## config.mk

```make
export PLATFORM = sky130hd
export DESIGN_NAME = lsu_ram_master
export DESIGN_NICKNAME = d
export VERILOG_FILES = /design/src/rtl/lsu_pkg.sv /design/src/rtl/lsu_byte_lane.sv /design/src/rtl/lsu_ram_master.sv
export SDC_FILE = /design/constraint.sdc
export NUM_CORES = 1
export LEC_CHECK = 0
export BUFFER_PORTS_ARGS = -buffer_cell sky130_fd_sc_hd__buf_2
export CAP_MARGIN = 10
export CORE_MARGIN = 5
export CORE_UTILIZATION = 30
export CTS_BUF_LIST = sky130_fd_sc_hd__clkbuf_2 sky130_fd_sc_hd__clkbuf_4 sky130_fd_sc_hd__clkbuf_8
export CTS_CLUSTER_SIZE = 28
export DETAILED_ROUTE_END_ITERATION = 7
export GPL_ROUTABILITY_DRIVEN = 0
export SYNTH_ARGS = -nofsm -noshare
export SYNTH_HDL_FRONTEND = slang
export SYNTH_SLANG_ARGS = --single-unit
```

## constraint.sdc

```tcl
create_clock -name clk -period 9.9 [get_ports clk]
set_clock_uncertainty 0.15 [all_clocks]
set_input_delay 1.98 -clock clk [delete_from_list [all_inputs] [get_ports clk]]
set_output_delay 1.98 -clock clk [all_outputs]
set_load 0.02 [all_outputs]
```

## src/rtl/lsu_pkg.sv

```systemverilog
// Shared types and constants for the LSU RAM master: op encoding, FSM states,
// captured request payload and RAM read-latency bounds.
package lsu_pkg;

    localparam int unsigned XLEN       = 32;
    localparam int unsigned REG_W      = 5;
    localparam int unsigned RD_LAT_MIN = 1;
    localparam int unsigned RD_LAT_MAX = 4;
    localparam int unsigned CNT_W      = 2;

    typedef enum logic [2:0] {
        LD_B  = 3'd0,
        LD_H  = 3'd1,
        LD_W  = 3'd2,
        LD_BU = 3'd3,
        LD_HU = 3'd4,
        ST_B  = 3'd5,
        ST_H  = 3'd6,
        ST_W  = 3'd7
    } lsu_op_t;

    typedef enum logic [2:0] {
        IDLE  = 3'd0,
        READ  = 3'd1,
        WAIT  = 3'd2,
        WRITE = 3'd3,
        RESP  = 3'd4
    } lsu_state_t;

    typedef struct packed {
        lsu_op_t               op;
        logic [XLEN-1:0]       addr;
        logic [XLEN-1:0]       wdata;
        logic [REG_W-1:0]      rd;
    } lsu_req_t;

    function automatic logic is_load(lsu_op_t op);
        return (op inside {LD_B, LD_H, LD_W, LD_BU, LD_HU});
    endfunction

    // Halfword ops need an even address, word ops a multiple of four.
    function automatic logic is_misaligned(lsu_op_t op, logic [1:0] off);
        logic mis;
        case (op)
            LD_H, LD_HU, ST_H: mis = off[0];
            LD_W, ST_W:        mis = (off != 2'b00);
            default:           mis = 1'b0;
        endcase
        return mis;
    endfunction

endpackage

```

## src/rtl/lsu_byte_lane.sv

```systemverilog
// Combinational lane logic: extends a loaded byte/half from a RAM word and
// merges sub-word store data into a RAM word.
module lsu_byte_lane
    import lsu_pkg::*;
(
    input  logic [2:0]  op_i,
    input  logic [1:0]  off_i,
    input  logic [31:0] word_i,
    input  logic [31:0] wdata_i,
    output logic [31:0] ld_data_c_o,
    output logic [31:0] st_word_c_o
);

    lsu_op_t     op;
    logic [7:0]  byte_sel;
    logic [15:0] half_sel;

    assign op = lsu_op_t'(op_i);

    always_comb begin
        byte_sel    = word_i[{off_i, 3'b000} +: 8];
        half_sel    = off_i[1] ? word_i[31:16] : word_i[15:0];
        ld_data_c_o = word_i;
        case (op)
            LD_B:    ld_data_c_o = {{24{byte_sel[7]}}, byte_sel};
            LD_BU:   ld_data_c_o = {24'h0, byte_sel};
            LD_H:    ld_data_c_o = {{16{half_sel[15]}}, half_sel};
            LD_HU:   ld_data_c_o = {16'h0, half_sel};
            default: ld_data_c_o = word_i;
        endcase
    end

    // Read-modify-write: only the addressed lane takes store data.
    always_comb begin
        st_word_c_o = wdata_i;
        case (op)
            ST_B: begin
                st_word_c_o = word_i;
                st_word_c_o[{off_i, 3'b000} +: 8] = wdata_i[7:0];
            end
            ST_H: begin
                st_word_c_o = word_i;
                if (off_i[1]) st_word_c_o[31:16] = wdata_i[15:0];
                else          st_word_c_o[15:0]  = wdata_i[15:0];
            end
            default: st_word_c_o = wdata_i;
        endcase
    end

endmodule

```

## src/rtl/lsu_ram_master.sv

```systemverilog
// Load/store unit master for a fixed-latency word RAM: aligned loads with
// extension, sub-word stores by read-modify-write, misalignment responses.
module lsu_ram_master
    import lsu_pkg::*;
#(
    parameter int unsigned RD_LATENCY = 1
) (
    input  logic        clk,
    input  logic        rstn,
    input  logic        req_valid,
    output logic        req_ready,
    input  logic [2:0]  req_op,
    input  logic [31:0] req_addr,
    input  logic [31:0] req_wdata,
    input  logic [4:0]  req_rd,
    output logic        rd_valid,
    output logic [31:0] rd_addr,
    input  logic [31:0] rd_data,
    output logic        wr_valid,
    output logic [31:0] wr_addr,
    output logic [31:0] wr_data,
    output logic        resp_valid,
    output logic        resp_ale,
    output logic        rf_en,
    output logic [4:0]  rf_addr,
    output logic [31:0] rf_data
);

    // Out-of-range latencies are clamped to the supported window.
    localparam int unsigned LAT = (RD_LATENCY < RD_LAT_MIN) ? RD_LAT_MIN :
                                  (RD_LATENCY > RD_LAT_MAX) ? RD_LAT_MAX : RD_LATENCY;

    lsu_state_t       state_q, state_d;
    lsu_req_t         req_q, req_d;
    logic [CNT_W-1:0] cnt_q, cnt_d;

    logic        req_ready_q, req_ready_d;
    logic        rd_valid_q, rd_valid_d;
    logic [31:0] rd_addr_q, rd_addr_d;
    logic        wr_valid_q, wr_valid_d;
    logic [31:0] wr_addr_q, wr_addr_d;
    logic [31:0] wr_data_q, wr_data_d;
    logic        resp_valid_q, resp_valid_d;
    logic        resp_ale_q, resp_ale_d;
    logic        rf_en_q, rf_en_d;
    logic [4:0]  rf_addr_q, rf_addr_d;
    logic [31:0] rf_data_q, rf_data_d;

    logic [31:0] ld_data_c;
    logic [31:0] st_word_c;

    lsu_byte_lane u_lane (
        .op_i        (req_d.op),
        .off_i       (req_d.addr[1:0]),
        .word_i      (rd_data),
        .wdata_i     (req_d.wdata),
        .ld_data_c_o (ld_data_c),
        .st_word_c_o (st_word_c)
    );

    always_ff @(posedge clk or negedge rstn) begin
        if (!rstn) begin
            state_q      <= IDLE;
            req_q        <= '0;
            cnt_q        <= '0;
            req_ready_q  <= 1'b1;
            rd_valid_q   <= 1'b0;
            rd_addr_q    <= '0;
            wr_valid_q   <= 1'b0;
            wr_addr_q    <= '0;
            wr_data_q    <= '0;
            resp_valid_q <= 1'b0;
            resp_ale_q   <= 1'b0;
            rf_en_q      <= 1'b0;
            rf_addr_q    <= '0;
            rf_data_q    <= '0;
        end else begin
            state_q      <= state_d;
            req_q        <= req_d;
            cnt_q        <= cnt_d;
            req_ready_q  <= req_ready_d;
            rd_valid_q   <= rd_valid_d;
            rd_addr_q    <= rd_addr_d;
            wr_valid_q   <= wr_valid_d;
            wr_addr_q    <= wr_addr_d;
            wr_data_q    <= wr_data_d;
            resp_valid_q <= resp_valid_d;
            resp_ale_q   <= resp_ale_d;
            rf_en_q      <= rf_en_d;
            rf_addr_q    <= rf_addr_d;
            rf_data_q    <= rf_data_d;
        end
    end

    // Next state; outputs are decoded from the next state so they register in step with it.
    always_comb begin
        state_d = state_q;
        req_d   = req_q;
        cnt_d   = cnt_q;
        case (state_q)
            IDLE: begin
                if (req_valid) begin
                    req_d.op    = lsu_op_t'(req_op);
                    req_d.addr  = req_addr;
                    req_d.wdata = req_wdata;
                    req_d.rd    = req_rd;
                    if (is_misaligned(lsu_op_t'(req_op), req_addr[1:0])) state_d = RESP;
                    else if (lsu_op_t'(req_op) == ST_W)                  state_d = WRITE;
                    else                                                  state_d = READ;
                end
            end
            READ: begin
                state_d = WAIT;
                cnt_d   = CNT_W'(LAT - 1);
            end
            WAIT: begin
                if (cnt_q == '0) state_d = is_load(req_q.op) ? RESP : WRITE;
                else             cnt_d   = cnt_q - CNT_W'(1);
            end
            WRITE:   state_d = RESP;
            RESP:    state_d = IDLE;
            default: state_d = IDLE;
        endcase

        req_ready_d  = (state_d == IDLE);
        rd_valid_d   = (state_d == READ);
        rd_addr_d    = rd_valid_d ? {req_d.addr[31:2], 2'b00} : 32'h0;
        wr_valid_d   = (state_d == WRITE);
        wr_addr_d    = wr_valid_d ? {req_d.addr[31:2], 2'b00} : 32'h0;
        wr_data_d    = wr_valid_d ? st_word_c : 32'h0;
        resp_valid_d = (state_d == RESP);
        resp_ale_d   = resp_valid_d && is_misaligned(req_d.op, req_d.addr[1:0]);
        rf_en_d      = resp_valid_d && !resp_ale_d && is_load(req_d.op) && (req_d.rd != '0);
        rf_addr_d    = rf_en_d ? req_d.rd : 5'h0;
        rf_data_d    = rf_en_d ? ld_data_c : 32'h0;
    end

    assign req_ready  = req_ready_q;
    assign rd_valid   = rd_valid_q;
    assign rd_addr    = rd_addr_q;
    assign wr_valid   = wr_valid_q;
    assign wr_addr    = wr_addr_q;
    assign wr_data    = wr_data_q;
    assign resp_valid = resp_valid_q;
    assign resp_ale   = resp_ale_q;
    assign rf_en      = rf_en_q;
    assign rf_addr    = rf_addr_q;
    assign rf_data    = rf_data_q;

endmodule

```

==> reports/results.tsv, run 1 <==
metric	value	unit
dp_slack	4.034	ns
track_usage	17.54	%
core	31560	sq um
hold_slack	0.3279	ns
ir_drop	164.8	uV
cts_sinks	212	
postRouteAntennaNets	0	
drtIter0Drc	637	
worst-slew-pin-transition	1.155	ns
yosys.area_share.xor_xnor	0.1830	%
cts_buffer_depth	3	
clkPwrFrac	24.8	%
die-area	35580	sq um
wl_per_cell	19.94	um
cts_buffers	39	
clock_latency	0.54	ns
synth_area_leaders	dfrtp_1, nand2_1, mux2i_1	
postCtsSetupBuffers	0	
ctsHoldBuffers	0	
synth_common_cells	dfrtp_1, nand2_1, nor2_1	
htree_levels	2	
core.rowCount	65	
syn_inst	934	
p_sw_share	42.61	%
period_needed	5.409	ns
cpPeakStageDelay	0.94	ns
synth_edf_count	0	
crit_type	in2reg	
holdPathEnd	req_q[22]$_DFF_PN0_	
intPower	2324	uW
r2r-start	state_q[1]$_DFF_PN0_	
drive_gt1_share	31.55	%
first_pass_iters	5	
synth.mux.area_fraction	9.476	%
finalSetupViolations	0	
ys_warn_count	0	
synth_top_cell_area_share	55.16	%
cts_tree	built	
vias	7890	
max_slew_margin	22.86	%
synth_compound_area_share	12.48	%
root_buffer	clkbuf_8	
fmax	184.9	MHz
p_switching	1725	uW
cp_max_fo	30	
routed_wl	31860	um
dpl.hpwl	22680	um
cp.required	10.10	ns
first_global_vias	8323	
fillCellCount	3191	
seq_area	5306	sq um
min_period_over_period	54.64	%
status	complete, no violations	
grt_setup_unrepaired	no	
timing.rr.end	rf_data[21]$_DFF_PN0_	
synth_async_sr_flop_share	100.0	%
cts.repair.resized	0	
p_leak	0.006160	uW
slew_violations	0	
min_path_cells	2	
cp_cell_sequence	buf_2 -> nor4b_4 -> buf_4 -> mux2i_4 -> inv_1 -> o211ai_1 -> nor3b_2 -> nor4_1	
synth_top_family_by_area	simple AND/OR/NAND/NOR gates	
area.growth.synth_to_final	25.94	%
grt_overflow_total	0	
die_h	188.6	um
yosys.area.top_type	dfrtp_1	
yosys.area_share.adder	0.7842	%
drc	0	
clk_transition_reported_paths	0.06	ns
initial_core_util	30.34	%
multi_input_area	3694	sq um
grt_max_degree	79	
reg2reg_depth	7	
cp_slowest_cell	nor3b_2	
tns	0	ns
p_comb_share	44.0	%
rrSetupSlack	5.45	ns
final_nets	1277	
synth.distinct_cells	58	
power.total	4049	uW
pwr-share-seq	31.2	%
ys.flop_type	dfrtp_1	
io_buffers	241	
min-delay-start	req_q[22]$_DFF_PN0_	
synth_area_per_cell	10.25	sq um
arrival	5.61	ns
min_path_type	reg2reg	
synth_seq_area_share	55.43	%
die_x	188.6	um
setup.worst_path.start_class	primary input	
antenna_found_initial	4	
synth_area	9573	sq um
yosys.area_share.simple	14.99	%
max_cap_viol_count	0	
grt_pass1_wl	49000	um
synth-seq-cells	212	
yosysMostFrequentCell	dfrtp_1	
setup_ws	4.491	ns
viasPerCell	4.937	
power.density	335.9	nW/um^2
hold_viol	0	
ios	246	
endpoint_kind	register	
flip-flops by register name (all words and copies together) (netlist names), 2 cells and up:
register,flops
req_q,72
rd_addr,30
rf_addr,5
cnt_q,2
rf_data,32
wr_addr,30
state_q,3
wr_data,32
per-stage QoR:
| stage | util, % | area [sq um] | cells |
|---|---|---|---|
| finish | 38.21 | 12060 | 1598 |
| global route | 38.21 | 12060 | 1598 |
| CTS | 38.20 | 12050 | 1597 |
| detailed placement | 35.20 | 11110 | 1525 |
| global placement | 35.20 | 11110 | 1525 |
| floorplan | - | 9584 | 937 |
kinds of logic (layout without fill, tap and decap cells):
kind of cell / after synthesis / after routing
fa+ha+maj: 6 / 6
mux: 83 / 83
flops: 212 / 212
other cells: 1 / 5
buf+inv: 148 / 406
simple gates: 323 / 323
compound gates: 159 / 159
xor+xnor: 2 / 2
critical path, delay by kind of cell:
kind	cells	cell delay [ns]
and+or+nand+nor	3	1.29
muxes	1	0.85
AOI/OAI and AO/OA	1	0.23
buffers and inverters	3	1.23
cell usage in the layout (no fill, tap or decap), types with 14 or more instances in the layout:
master,count
o21ai_0,16
mux2_2,28
nor2_1,111
buf_2,240
o32ai_1,26
nor4_1,16
o211ai_1,26
mux2i_1,50
a21oi_1,18
nand2_1,139
nor2b_1,14
clkbuf_8,45
inv_1,82
dfrtp_1,211
a311oi_1,25
power groups by stage:
stage	clock network (uW)	registers [uW]	logic (uW)
finish	1000	1270	1780
global route	1080	1300	1950
CTS	1040	1270	1780
detailed placement	0	1280	1770
global placement	0	1280	1750
floorplan	0	1400	1120
worst max path at each step:
stage	from	endpoint	slack, ns
6_report	req_valid	rf_data[21]$_DFF_PN0_	4.49
3_5_place_dp	req_valid	rf_data[21]$_DFF_PN0_	4.03
2_1_floorplan	req_valid	wr_data[0]$_DFF_PN0_	5.18
3_3_place_gp	req_valid	wr_data[31]$_DFF_PN0_	4.11
4_1_cts	req_valid	rf_data[21]$_DFF_PN0_	4.60
5_1_grt	req_valid	rf_data[21]$_DFF_PN0_	4.32
routing by layer:
metal  wire length (um)  vias to the layer above  global-route usage [%]
met5                 41                        -                       0
met1              13370                     3742                   22.83
met4                996                        6                   6.026
li1                   -                     3676                       -
met2              13710                      399                   26.26
met3               3736                       67                   7.540
area by class of cell:
| type | count | area share, % |
|---|---|---|
| Antenna cell | 1 | 0.02076 |
| Clock buffer | 56 | 5.770 |
| Clock inverter | 16 | 2.076 |
| Inverter | 82 | 2.553 |
| Multi-Input combinational cell | 577 | 30.64 |
| Sequential cell | 212 | 44.01 |
| Tap cell | 402 | 4.172 |
| Timing Repair Buffer | 252 | 10.76 |
(Power assumes the default switching activity.)
==> run 2: changes to the inputs <==
- clock period: 9.9 -> 5.4 ns (I/O delays scaled with it)
==> run 2 against run 1 <==
  * Die area unchanged
  * Critical path depth is 1 higher
  * Count of clock-buffer cells in the layout is 6 higher
  * Combinational power rose by 85%
  * Global-route usage is 0.055 points higher
  * Final cell count up 0.31%
  * Via count increased by 1.4%
  * Sequential cell count is the same
  * Highest routed layer unchanged
==> reports/results.tsv, run 2 (synthesized netlist as in run 1, its figures left out) <==
metric	value	unit	change
arrival	3.90	ns	-1.71 ns
die_x	188.6	um	unchanged
die_h	188.6	um	unchanged
dpl.cell_count	1529		+0.26%
max_slew_margin	22.74	%	-0.12 points
ios	246		unchanged
root_buffer	clkbuf_8		
initial_core_util	30.34	%	unchanged
status	complete, no violations		
clock_latency	0.54	ns	about the same
multi_input_area	3694	sq um	unchanged
cts.repair.resized	0		unchanged
r2r-start	state_q[1]$_DFF_PN0_		
drtIter0Drc	757		+19%
startpoint	req_valid		
crit_type	in2reg		
first_global_vias	8178		-1.7%
ctsHoldBuffers	0		unchanged
final_cells	1603		+0.31%
hold_viol	0		unchanged
cts_buffer_depth	3		unchanged
cts_tree	built		
timing.rr.end	wr_data[7]$_DFF_PN0_		
min_path_type	reg2reg		
min_period_over_period	67.53	%	
worst-slew-pin-transition	1.154	ns	-0.001128 ns
reg2reg_depth	8		+1
core	31560	sq um	unchanged
cts_buffers	39		unchanged
routed_wl	32010	um	+0.47%
vias	8000		+1.4%
crit_buf_inv	2		-1
final_cell_mix	buf_2, dfrtp_1, nand2_1		
fmax	274.2	MHz	
io_buffers	241		unchanged
tns	0	ns	unchanged
setup.worst_path.start_class	primary input		
drc	0		unchanged
grt_setup_unrepaired	no		
final_nets	1281		+0.31%
first_pass_iters	5		unchanged
p_leak	0.006207	uW	+0.76%
rrSetupSlack	1.83	ns	-3.62 ns
power.density	616.3	nW/um^2	+83%
track_usage	17.59	%	+0.055 points
antenna_found_initial	7		+3
postRouteAntennaNets	0		unchanged
endpoint_kind	register		
slew_violations	0		unchanged
crit_end	wr_data[7]$_DFF_PN0_		
final_common_cell	buf_2		
area.growth.synth_to_final	26.79	%	
wl_per_cell	19.97	um	+0.16%
cpPeakStageDelay	0.50	ns	-0.44 ns
top_register	req_q		
cp.required	5.65	ns	-4.45 ns
fillCellCount	3219		+0.88%
cp.depth	9		+1
postCtsSetupBuffers	0		unchanged
grt_pass1_wl	49020	um	about the same
htree_levels	2		unchanged
largest_reg_flops	72		unchanged
cp_cell_sequence	buf_2 -> nor4b_4 -> mux2i_4 -> buf_4 -> ha_1 -> nand3b_1 -> o32ai_1 -> nand2_1 -> a311oi_1		
viasPerCell	4.991		+1.1%
period_needed	3.647	ns	
grt_max_degree	88		+11%
ir_drop	319.4	uV	+94%
dpl.hpwl	23070	um	+1.7%
critPathTopFamily	simple AND/OR/NAND/NOR gates		
die-area	35580	sq um	unchanged
clk_transition_reported_paths	0.05	ns	about the same
cp_max_fo	38		+27%
core.rowCount	65		unchanged
seq_area	5306	sq um	unchanged
drive_gt1_share	31.72	%	+0.17 points
cts_sinks	212		unchanged
grt_overflow_total	0		unchanged
finalSetupViolations	0		unchanged
cp_slowest_cell	nor4b_4		
max_cap_viol_count	0		unchanged
[run 2: changes by cell type in the layout (fill, tap and decap cells not counted), sizes merged]
| cell | delta |
|---|---|
| buf | +4 |
| diode | +2 |
| bufinv | -1 |
| clkbuf | +6 |
| clkinv | -4 |
| clkinvlp | -2 |
[run 2: area by class of cell]
cell class                      instances  share of cell area, %
Multi-Input combinational cell        577                  30.43
Clock buffer                           62                  6.618
Timing Repair Buffer                  256                  11.04
Inverter                               82                  2.536
Antenna cell                            3                0.06185
Sequential cell                       212                  43.72
Clock inverter                          9                  1.453
Tap cell                              402                  4.144
[run 2: metrics by stage]
step	power, uW	hold slack (ns)	util, %	setup slack, ns	instance area [sq um]
after detailed placement	5624	0.3152	35.34	1.281	11150
after floorplan	4608	0.2897	-	1.576	9584
after global routing	8002	0.3556	38.46	1.519	12140
after CTS	7546	0.3291	38.44	1.836	12130
after global placement	5591	0.3125	35.34	1.303	11150
final	7480	0.3283	38.47	1.753	12140
[run 2: tightest hold or removal path, delay by kind of cell, from the launching register on]
kind             cells  cell delay [ns]
DFF                  1             0.32
and+or+nand+nor      2             0.13
[run 2: how the worst min path moves through the flow]
| stage | startpoint | to | cells past startpoint |
|---|---|---|---|
| after floorplan | req_q[36]$_DFF_PN0_ | req_q[36]$_DFF_PN0_ | 2 |
| after global placement | req_q[25]$_DFF_PN0_ | req_q[25]$_DFF_PN0_ | 2 |
| after detailed placement | req_q[23]$_DFF_PN0_ | req_q[23]$_DFF_PN0_ | 2 |
| after CTS | req_q[23]$_DFF_PN0_ | req_q[23]$_DFF_PN0_ | 2 |
| after global routing | req_q[25]$_DFF_PN0_ | req_q[25]$_DFF_PN0_ | 2 |
| final | req_q[23]$_DFF_PN0_ | req_q[23]$_DFF_PN0_ | 2 |
[run 2: per-layer routing]
metal | vias to the layer above | global-route usage, % | wire length [um]
met5 | - | 0 | 46
met4 | 8 | 5.577 | 936
met3 | 70 | 7.521 | 3683
met2 | 423 | 26.35 | 13970
met1 | 3832 | 23.11 | 13370
li1 | 3667 | - | -
[run 2: power breakdown]
group | internal (uW) | switching, uW
combinational | 1050 | 2240
sequential | 2100 | 209
clock | 1190 | 690
==> run 3: changes to the inputs <==
- clock period: 5.4 -> 3 ns (I/O delays scaled with it)
==> run 3 against run 2 <==
  * Count of clock-buffer cells in the layout fell by 5
  * Sequential cell count unchanged
  * Sequential power rose by 78%
  * Worst setup slack lost 1.7 ns
  * Die area is the same
  * Total power grew 92%
  * Highest routed layer unchanged
  * Largest cell class unchanged
  * Critical endpoint is now wr_data[18]$_DFF_PN0_
  * Via count increased by 3.4%
==> reports/results.tsv, run 3 (synthesized netlist as in run 1, its figures left out) <==
metric	value	unit	change
fmax	343.2	MHz	
wl_met3	3604	um	-2.1%
root_buffer	clkbuf_8		
area.growth.synth_to_final	34.19	%	
critPathTopFamily	buffers and inverters		
cts_buffer_depth	3		unchanged
die-area	35580	sq um	unchanged
clock_latency	0.55	ns	about the same
crit_type	reg2reg		
initial_core_util	30.34	%	unchanged
arrival	3.20	ns	-0.70 ns
final_cell_mix	buf_2, dfrtp_1, nand2_1		
track_usage	17.85	%	+0.26 points
core.rowCount	65		unchanged
first_global_vias	8590		+5.0%
slew_violations	0		unchanged
endpoint_kind	register		
worst-slew-pin-transition	0.9689	ns	-0.1850 ns
first_pass_iters	5		unchanged
hold_viol	0		unchanged
min_path_cells	3		+1
period_needed	2.914	ns	
dpl.hpwl	24180	um	+4.8%
top_register	req_q		
htree_levels	2		unchanged
grt_pass1_wl	49910	um	+1.8%
fillCellCount	3178		-1.3%
wl_met2	14470	um	+3.6%
cp_max_fo	31		-18%
min_path_type	in2reg		
cts_sinks	212		unchanged
placed_area	11760	sq um	+5.5%
cts_tree	built		
die_h	188.6	um	unchanged
final_common_cell	buf_2		
wl_met1	14040	um	+5.0%
antenna_found_initial	6		-1
viasPerCell	4.962		-0.58%
largest_reg_flops	72		unchanged
cpPeakStageDelay	0.42	ns	-0.08 ns
drive_gt1_share	36.10	%	+4.4 points
core	31560	sq um	unchanged
postRouteAntennaNets	0		unchanged
ir_drop	508.8	uV	+59%
power.density	1115	nW/um^2	+81%
grt_setup_unrepaired	yes		
cp.depth	12		+3
wl_per_cell	19.89	um	-0.38%
cp.required	3.29	ns	-2.36 ns
io_buffers	241		unchanged
ios	246		unchanged
drc	0		unchanged
routed_wl	33160	um	+3.6%
top_layer_used	met5		
postLayoutCellArea	12850	sq um	+5.8%
drtIter0Drc	752		-0.66%
die_x	188.6	um	unchanged
clk_transition_reported_paths	0.06	ns	about the same
status	complete, no violations		
grt_max_degree	68		-23%
final_nets	1349		+5.3%
min_period_over_period	97.12	%	
reg2reg_depth	12		+4
rrSetupSlack	0.09	ns	-1.74 ns
power.total	14330	uW	+92%
dpl.cell_count	1589		+3.9%
p_leak	0.006560	uW	+5.7%
finalSetupViolations	0		unchanged
cp_slowest_cell	dfrtp_2		
cp_cell_sequence	nor4b_4 -> buf_12 -> mux2i_4 -> buf_4 -> buf_4 -> inv_1 -> buf_12 -> ha_1 -> nand2_1 -> o32ai_1 -> nand2_1 -> a31oi_1		
crit_buf_inv	5		+3
setup.worst_path.start_class	register		
max_cap_viol_count	0		unchanged
grt_overflow_total	0		unchanged
max_slew_margin	35.34	%	+13 points
final_cells	1667		+4.0%
cts_buffers	39		unchanged
vias	8271		+3.4%
-- run 3: worst register-to-register path: stages (launching register included) --
cell and delay [ns]:
dfrtp_2 0.42, nor4b_4 0.33, buf_12 0.17, mux2i_4 0.11, buf_4 0.16, buf_4 0.14, inv_1 0.11, buf_12 0.20
ha_1 0.19, nand2_1 0.16, o32ai_1 0.34, nand2_1 0.10, a31oi_1 0.21
-- run 3: final cells by class --
| type | instances | area [sq um] | area share [%] |
|---|---|---|---|
| repair buffers | 323 | 2022 | 15.74 |
| diodes | 2 | 5.005 | 0.03896 |
| inverters | 82 | 307.8 | 2.396 |
| well taps | 402 | 503.0 | 3.915 |
| flip-flops and latches | 212 | 5308 | 41.32 |
| multi-input cells | 578 | 3806 | 29.63 |
| clock buffers | 57 | 721.9 | 5.620 |
| clock inverters | 11 | 172.7 | 1.344 |
-- run 3: final timing paths --
check,startpoint,end
worst min register to register,req_q[22]$_DFF_PN0_,req_q[22]$_DFF_PN0_
worst max-delay path,state_q[2]$_DFF_PN0_,wr_data[18]$_DFF_PN0_
worst max register to register,state_q[2]$_DFF_PN0_,wr_data[18]$_DFF_PN0_
worst min-delay path,req_rd[4],req_q[4]$_DFF_PN0_
min in group asynchronous,rstn,rd_addr[22]$_DFF_PN0_
max in group asynchronous,rstn,req_q[27]$_DFF_PN0_
-- run 3: per-layer routing --
layer | GRT usage (%) | vias up
li1 | - | 3809
met1 | 23.48 | 3983
met2 | 26.97 | 394
met3 | 7.243 | 77
met4 | 5.717 | 8
met5 | 0 | -
-- run 3: timing repair --
action / in CTS / in global routing
hold buffers: 1 / 0
buffers inserted: 0 / 4
hold endpoints to repair: 63 / 0
gates resized for setup: 0 / 14
setup endpoints to repair: 0 / 43
-- run 3: where the power goes --
| group | switching (uW) | internal (uW) |
|---|---|---|
| logic | 4370 | 2690 |
| registers | 345 | 3780 |
| clock network | 1250 | 1900 |
| total | 5970 | 8360 |
-- run 3: stage by stage --
step           setup WS, ns  hold slack [ns]  TNS (ns)  utilization [%]
3_5_place_dp        -0.1561           0.3130   -0.8738            37.26
3_3_place_gp       -0.07727           0.3082   -0.1605            37.26
5_1_grt            -0.04101           0.1093   -0.3017            40.71
4_1_cts             0.01719          0.08255         0            40.13
2_1_floorplan     -0.009231           0.1544  -0.07145                -
6_report            0.08637           0.1248         0            40.71
